`config.mk`:
```
export PLATFORM = sky130hd
export DESIGN_NAME = uart_tx
export DESIGN_NICKNAME = d
export VERILOG_FILES = /design/src/rtl/uart_pkg.sv /design/src/rtl/uart_tx_fifo.sv /design/src/rtl/uart_tx.sv
export SDC_FILE = /design/constraint.sdc
export NUM_CORES = 1
export LEC_CHECK = 0
export CORE_ASPECT_RATIO = 1.2
export CORE_MARGIN = 1.5
export CORE_UTILIZATION = 50
export DETAILED_ROUTE_END_ITERATION = 6
export PLACE_DENSITY = 0.75
export SLEW_MARGIN = 20
export SYNTH_ARGS = -nofsm -noshare
export SYNTH_HDL_FRONTEND = slang
export SYNTH_SLANG_ARGS = --single-unit
```
`constraint.sdc`:
```
create_clock -name clk -period 2.47 [get_ports clk]
set_input_delay 0.6175 -clock clk [delete_from_list [all_inputs] [get_ports clk]]
set_output_delay 0.6175 -clock clk [all_outputs]
set_load 0.02 [all_outputs]
```
`src/rtl/uart_pkg.sv`:
```
// Shared types and constants for the UART transmit path.
// Optional feature macro used by this slice: UART_TX_PARITY_EN (even parity bit).
package uart_pkg;

  // Transmit FSM states. PARITY only becomes reachable when the parity macro is defined.
  typedef enum logic [2:0] {
    IDLE   = 3'd0,
    START  = 3'd1,
    DATA   = 3'd2,
    PARITY = 3'd3,
    STOP   = 3'd4
  } tx_state_t;

  localparam int   UART_DATA_BITS  = 8;
  localparam logic UART_IDLE_LEVEL = 1'b1;

  // Even parity: the bit that makes the total number of ones even.
  function automatic logic even_parity(input logic [UART_DATA_BITS-1:0] data);
    return ^data;
  endfunction

endpackage

```
`src/rtl/uart_tx_fifo.sv`:
```
// Small synchronous FIFO feeding the UART transmitter.
// The read port is combinational from the storage array so the FSM can load the head
// entry on the same edge it pops it; the array is small enough to sit in distributed RAM.
module uart_tx_fifo #(
  parameter int depth = 4,
  parameter int width = 8
) (
  input  logic                   clk,
  input  logic                   reset,
  input  logic                   push,
  input  logic                   pop,
  input  logic [width-1:0]       wr_data,
  output logic [width-1:0]       rd_data,
  output logic [$clog2(depth):0] count,
  output logic                   full,
  output logic                   empty
);

  localparam int AW = $clog2(depth);
  localparam logic [AW:0] COUNT_FULL = (AW+1)'(depth);

  logic [width-1:0] mem [depth];
  logic [AW-1:0]    wr_ptr_reg;
  logic [AW-1:0]    rd_ptr_reg;
  logic [AW:0]      count_reg;
  logic             push_ok;
  logic             pop_ok;

  assign full    = (count_reg == COUNT_FULL);
  assign empty   = (count_reg == '0);
  assign count   = count_reg;
  assign rd_data = mem[rd_ptr_reg];

  // A push while full is discarded, even when a pop frees a slot on the same edge.
  assign push_ok = push && !full;
  assign pop_ok  = pop && !empty;

  // Storage write; contents need no reset because occupancy guards every read.
  always_ff @(posedge clk) begin
    if (push_ok) begin
      mem[wr_ptr_reg] <= wr_data;
    end
  end

  // Pointers wrap naturally because depth is a power of two; count tracks occupancy.
  always_ff @(posedge clk) begin
    if (reset) begin
      wr_ptr_reg <= '0;
      rd_ptr_reg <= '0;
      count_reg  <= '0;
    end else begin
      if (push_ok) begin
        wr_ptr_reg <= wr_ptr_reg + 1'b1;
      end
      if (pop_ok) begin
        rd_ptr_reg <= rd_ptr_reg + 1'b1;
      end
      case ({push_ok, pop_ok})
        2'b10:   count_reg <= count_reg + 1'b1;
        2'b01:   count_reg <= count_reg - 1'b1;
        default: count_reg <= count_reg;
      endcase
    end
  end

endmodule

```
`src/rtl/uart_tx.sv`:
```
// Byte-wide UART transmitter: FIFO-buffered valid/ready input, 8N1 serial output.
// Define UART_TX_PARITY_EN to insert an even parity bit between data and stop (8E1).
module uart_tx
  import uart_pkg::*;
#(
  parameter int clocks_per_bit = 4,
  parameter int fifo_depth     = 4,
  parameter int stop_bits      = 1
) (
  input  logic                        clk,
  input  logic                        reset,
  input  logic [UART_DATA_BITS-1:0]   in_data,
  input  logic                        in_valid,
  output logic                        out_ready,
  output logic                        out_serial,
  output logic                        out_busy,
  output logic [$clog2(fifo_depth):0] out_count
);

  localparam int STOP_CYCLES = stop_bits * clocks_per_bit;
  localparam int CW          = $clog2(STOP_CYCLES);
  localparam int IW          = $clog2(UART_DATA_BITS);

  // The counter is shared by every bit period; stop is the longest, so it sets the width.
  localparam logic [CW-1:0] BIT_LAST  = CW'(clocks_per_bit - 1);
  localparam logic [CW-1:0] STOP_LAST = CW'(STOP_CYCLES - 1);
  localparam logic [IW-1:0] LAST_BIT  = IW'(UART_DATA_BITS - 1);

  tx_state_t                 state_reg;
  logic [UART_DATA_BITS-1:0] shift_reg;
  logic [CW-1:0]             cycle_count_reg;
  logic [IW-1:0]             bit_index_reg;
  logic                      serial_reg;
  logic                      busy_reg;
`ifdef UART_TX_PARITY_EN
  logic                      parity_reg;
`endif

  logic [UART_DATA_BITS-1:0] fifo_rd_data;
  logic                      fifo_full;
  logic                      fifo_empty;
  logic                      fifo_pop;
  logic                      bit_last;

  uart_tx_fifo #(
    .depth (fifo_depth),
    .width (UART_DATA_BITS)
  ) u_fifo (
    .clk     (clk),
    .reset   (reset),
    .push    (in_valid),
    .pop     (fifo_pop),
    .wr_data (in_data),
    .rd_data (fifo_rd_data),
    .count   (out_count),
    .full    (fifo_full),
    .empty   (fifo_empty)
  );

  assign out_ready  = !fifo_full;
  assign out_serial = serial_reg;
  assign out_busy   = busy_reg;
  assign bit_last   = (cycle_count_reg == BIT_LAST);

  // Pop when idle, or on the final stop cycle so the next start bit follows with no gap.
  always_comb begin
    fifo_pop = 1'b0;
    if (!fifo_empty) begin
      if (state_reg == IDLE) begin
        fifo_pop = 1'b1;
      end else if (state_reg == STOP && cycle_count_reg == STOP_LAST) begin
        fifo_pop = 1'b1;
      end
    end
  end

  // Frame sequencer: the serial level is registered and set on the edge that enters each bit.
  always_ff @(posedge clk) begin
    if (reset) begin
      state_reg       <= IDLE;
      shift_reg       <= '0;
      cycle_count_reg <= '0;
      bit_index_reg   <= '0;
      serial_reg      <= UART_IDLE_LEVEL;
      busy_reg        <= 1'b0;
`ifdef UART_TX_PARITY_EN
      parity_reg      <= 1'b0;
`endif
    end else begin
      case (state_reg)
        IDLE: begin
          serial_reg      <= UART_IDLE_LEVEL;
          busy_reg        <= 1'b0;
          cycle_count_reg <= '0;
          if (fifo_pop) begin
            shift_reg  <= fifo_rd_data;
`ifdef UART_TX_PARITY_EN
            parity_reg <= even_parity(fifo_rd_data);
`endif
            state_reg  <= START;
            serial_reg <= ~UART_IDLE_LEVEL;
            busy_reg   <= 1'b1;
          end
        end

        START: begin
          if (bit_last) begin
            cycle_count_reg <= '0;
            bit_index_reg   <= '0;
            state_reg       <= DATA;
            serial_reg      <= shift_reg[0];
          end else begin
            cycle_count_reg <= cycle_count_reg + 1'b1;
          end
        end

        DATA: begin
          if (bit_last) begin
            cycle_count_reg <= '0;
            shift_reg       <= {1'b0, shift_reg[UART_DATA_BITS-1:1]};
            if (bit_index_reg == LAST_BIT) begin
`ifdef UART_TX_PARITY_EN
              state_reg  <= PARITY;
              serial_reg <= parity_reg;
`else
              state_reg  <= STOP;
              serial_reg <= UART_IDLE_LEVEL;
`endif
            end else begin
              bit_index_reg <= bit_index_reg + 1'b1;
              // Next data bit is the one that becomes shift_reg[0] after this shift.
              serial_reg    <= shift_reg[1];
            end
          end else begin
            cycle_count_reg <= cycle_count_reg + 1'b1;
          end
        end

`ifdef UART_TX_PARITY_EN
        PARITY: begin
          if (bit_last) begin
            cycle_count_reg <= '0;
            state_reg       <= STOP;
            serial_reg      <= UART_IDLE_LEVEL;
          end else begin
            cycle_count_reg <= cycle_count_reg + 1'b1;
          end
        end
`endif

        STOP: begin
          if (cycle_count_reg == STOP_LAST) begin
            cycle_count_reg <= '0;
            if (fifo_pop) begin
              shift_reg  <= fifo_rd_data;
`ifdef UART_TX_PARITY_EN
              parity_reg <= even_parity(fifo_rd_data);
`endif
              state_reg  <= START;
              serial_reg <= ~UART_IDLE_LEVEL;
            end else begin
              state_reg  <= IDLE;
              serial_reg <= UART_IDLE_LEVEL;
              busy_reg   <= 1'b0;
            end
          end else begin
            cycle_count_reg <= cycle_count_reg + 1'b1;
          end
        end

        default: begin
          state_reg  <= IDLE;
          serial_reg <= UART_IDLE_LEVEL;
          busy_reg   <= 1'b0;
        end
      endcase
    end
  end

endmodule

```
==> results.yml <==
synth:
  synthFlopType: "edfxtp_1"
  synth.top_cell.area_share_pct: 37.4
  synthArstFlopShare_pct: 0
  syn_nets: 222
  synth.distinct_cells: 42
  syn_inst: 202
  ys_seq_area_share_pct: 58.5
  syn_avg_cell_area_sq_um: 12.7
  netlist_area_sq_um: 2570
  synth_warnings: 0
  synthTopCellsByArea: "edfxtp_1 (37%), dfxtp_1 (21%), mux4_2 (7.0%)"
  synth-seq-cells: 59
  synth_largest_area_cell: "edfxtp_1"
  synth_edf_count: 32
critical_path:
  arrival_ns: 2.60
  critical_path_class: "reg2reg"
  r2r_start: "cycle_count_reg[0]"
  cp_slowest_cell: "fa_1"
  cpPeakStageDelay_ns: 0.37
  worst-path-buf-inv: 2
  r2r_cells: 10
  cp.required_ns: 2.73
  path_cells: "ha_1 > nand2b_1 > nand3_1 > inv_1 > ha_1 > inv_1 > fa_1 > xor2_1 > or3_1 > a21oi_1"
  crit_fanout: 3
  crit_path_end_kind: "flop"
  start_kind: "flop"
  worstReg2RegEnd: "u_fifo.count[2]"
  worstSetupStartpoint: "cycle_count_reg[0]"
  rrSetupSlack_ns: 0.12
  cp_top_family: "adder cells"
cts:
  cts_buffers: 9
  cts_hold_buf: 0
  cts_sinks: 59
  cts_buffer_depth: 2
  cts_resized: 0
  cts-root-buf: "clkbuf_8"
  clk_pin_slew_ns: 0.07
  worstSkewPairLatency_ns: 0.34
  htree_num_levels: 3
  cts_tree: "yes"
  post_cts_buffers: 0
timing:
  setup_ws_ns: 0.124
  relSlewSlack_pct: 62.7
  setup_violations: 0
  max_freq_mhz: 426
  post-route-min-period_ns: 2.35
  finalHoldViolCount: 0
  worst_pin_slew_ns: 0.557
  finalClockSkew_ns: 0.00730
  slew_viol_final: 0
  final.period_utilization_pct: 95.0
  rsz0062_at_grt: "no"
  fin_tns_setup_ns: 0
drt:
  remaining_drc_errors: 0
  vias: 1561
  ant_nets: 0
  routed_wl_um: 4260
  wl_per_cell_um: 14.7
  viasPerCell: 5.38
  dr.pass1.iters: 4
  first_iter_violations: 198
power_and_ir_drop:
  power_mw: 3.43
  p_leak_nw: 1.08
  powerDensity_nw_per_um2: 1140
  vdd_drop_max_v: 0.000596
die:
  fp.dieW_um: 68.4
  fp.dieH_um: 81.5
  die-area_sq_um: 5570
  start_util_pct: 52.0
  num_io_pins: 17
  rows: 28
  core_sq_um: 4940
placement:
  port_buffers: 16
  gp_routability_congestion: 0.836
  post-place-ws_ns: -0.0472
  hpwl_um: 2930
layout:
  post-route-util_pct: 60.9
  num-nets-final: 245
  drive_above_1_share_pct: 19.6
  largest_reg_flops: 32
  n_fill_cell: 389
  antennaDiodeCount: 0
  area_growth_pct: 17.3
min_path:
  hold_end: "shift_reg[7]"
  min-delay-start: "shift_reg[7]"
  hold_class: "reg2reg"
  whs_path_depth: 2
global_route:
  grt_pass1_vias: 1497
  grt_antenna_before_repair: 0
  grt_overflow: 0
  track_usage_pct: 17.5
  grt_pass1_wl_um: 6910
  grt_max_degree: 16
job:
  drv_cap: 0
status:
  status: "completed"
-- cell usage in the layout, fill, tap and decap left out, types with 2 or more instances in the layout --
| master | synthesis | layout |
|---|---|---|
| edfxtp_1 | 32 | 32 |
| dfxtp_1 | 27 | 27 |
| nor2_1 | 20 | 20 |
| nand2_1 | 18 | 18 |
| clkdlybuf4s50_1 | 0 | 16 |
| inv_1 | 11 | 11 |
| clkbuf_8 | 0 | 9 |
| a21oi_1 | 8 | 8 |
| mux4_2 | 8 | 8 |
| ha_1 | 8 | 8 |
| buf_4 | 0 | 8 |
| a311oi_2 | 7 | 7 |
| nand2b_1 | 5 | 5 |
| and3_1 | 4 | 4 |
| o21ai_0 | 4 | 4 |
| inv_6 | 0 | 4 |
| xnor2_1 | 3 | 3 |
| a31oi_1 | 3 | 3 |
| xor2_1 | 3 | 3 |
| nor3_1 | 3 | 3 |
| or3_1 | 2 | 2 |
| a211oi_1 | 2 | 2 |
| a22o_1 | 2 | 2 |
| a2bb2oi_1 | 2 | 2 |
-- per-stage QoR --
step | hold slack, ns | cells | cell area, sq um
global route | 0.503 | 290 | 3010
global placement | 0.461 | 274 | 2800
finish | 0.476 | 290 | 3010
floorplan | 0.446 | 202 | 2570
detailed placement | 0.464 | 274 | 2800
CTS | 0.477 | 290 | 3010
-- report_power, final --
part | internal (mW) | switching [mW] | total (mW) | leakage [nW]
clock | 0.481 | 0.419 | 0.900 | 0.101
sequential | 1.25 | 0.172 | 1.42 | 0.515
combinational | 0.544 | 0.561 | 1.11 | 0.467
-- synth_stat cells (2+ instances only) --
library cell / n
edfxtp_1: 32
dfxtp_1: 27
nor2_1: 20
nand2_1: 18
inv_1: 11
a21oi_1: 8
ha_1: 8
mux4_2: 8
a311oi_2: 7
buf_2: 6
nand2b_1: 5
and3_1: 4
clkbuf_1: 4
o21ai_0: 4
a31oi_1: 3
nor3_1: 3
xnor2_1: 3
xor2_1: 3
a211oi_1: 2
a22o_1: 2
a2bb2oi_1: 2
or3_1: 2
-- logic make-up (layout without fill, tap and decap cells) --
kind of cell | Yosys count | after routing | synth area share (%)
AO/OA/AOI/OAI | 33 | 33 | 11.0
XOR/XNOR | 6 | 6 | 2.05
adder cells (fa/ha/maj) | 10 | 10 | 5.07
buffers and inverters | 23 | 51 | 3.95
flip-flops | 59 | 59 | 58.5
multiplexers | 9 | 9 | 7.46
AND/OR/NAND/NOR | 62 | 62 | 11.9
-- tightest hold or removal path, delay by kind of cell (launching register included) --
family	cells	cell delay (ns)
AOI/OAI and AO/OA	1	0.06
DFF	1	0.31
and+or+nand+nor	1	0.06
-- worst max path at each step --
stage,endpoint,slack [ns],cells past startpoint
after detailed placement,u_fifo.count[2],-0.05,9
after global placement,u_fifo.count[2],0.001,9
after floorplan,u_fifo.count[2],0.07,9
after global routing,u_fifo.count[2],0.02,10
final,u_fifo.count[2],0.12,10
after CTS,u_fifo.count[2],0.13,10
-- per-layer routing --
layer  part of all wire, %  GRT usage [%]  up-vias  wire length, um
met5                     0              0        -                0
met2                    50           27.6       26             2140
met4                   3.0           12.2        0              128
met3                   2.4           3.70        9              103
li1                      -              -      784                -
met1                    44           21.0      742             1890
-- layout make-up --
class / count / area, sq um / area share, %
multi-input combinational: 120 / 966 / 32.1
tap: 60 / 75.1 / 2.49
timing repair buffer: 24 / 220 / 7.32
inverter: 11 / 41.3 / 1.37
sequential: 59 / 1500 / 49.9
clock buffer: 9 / 124 / 4.12
clock inverter: 7 / 81.3 / 2.70
No activity file was read; power rests on OpenSTA's default activity.
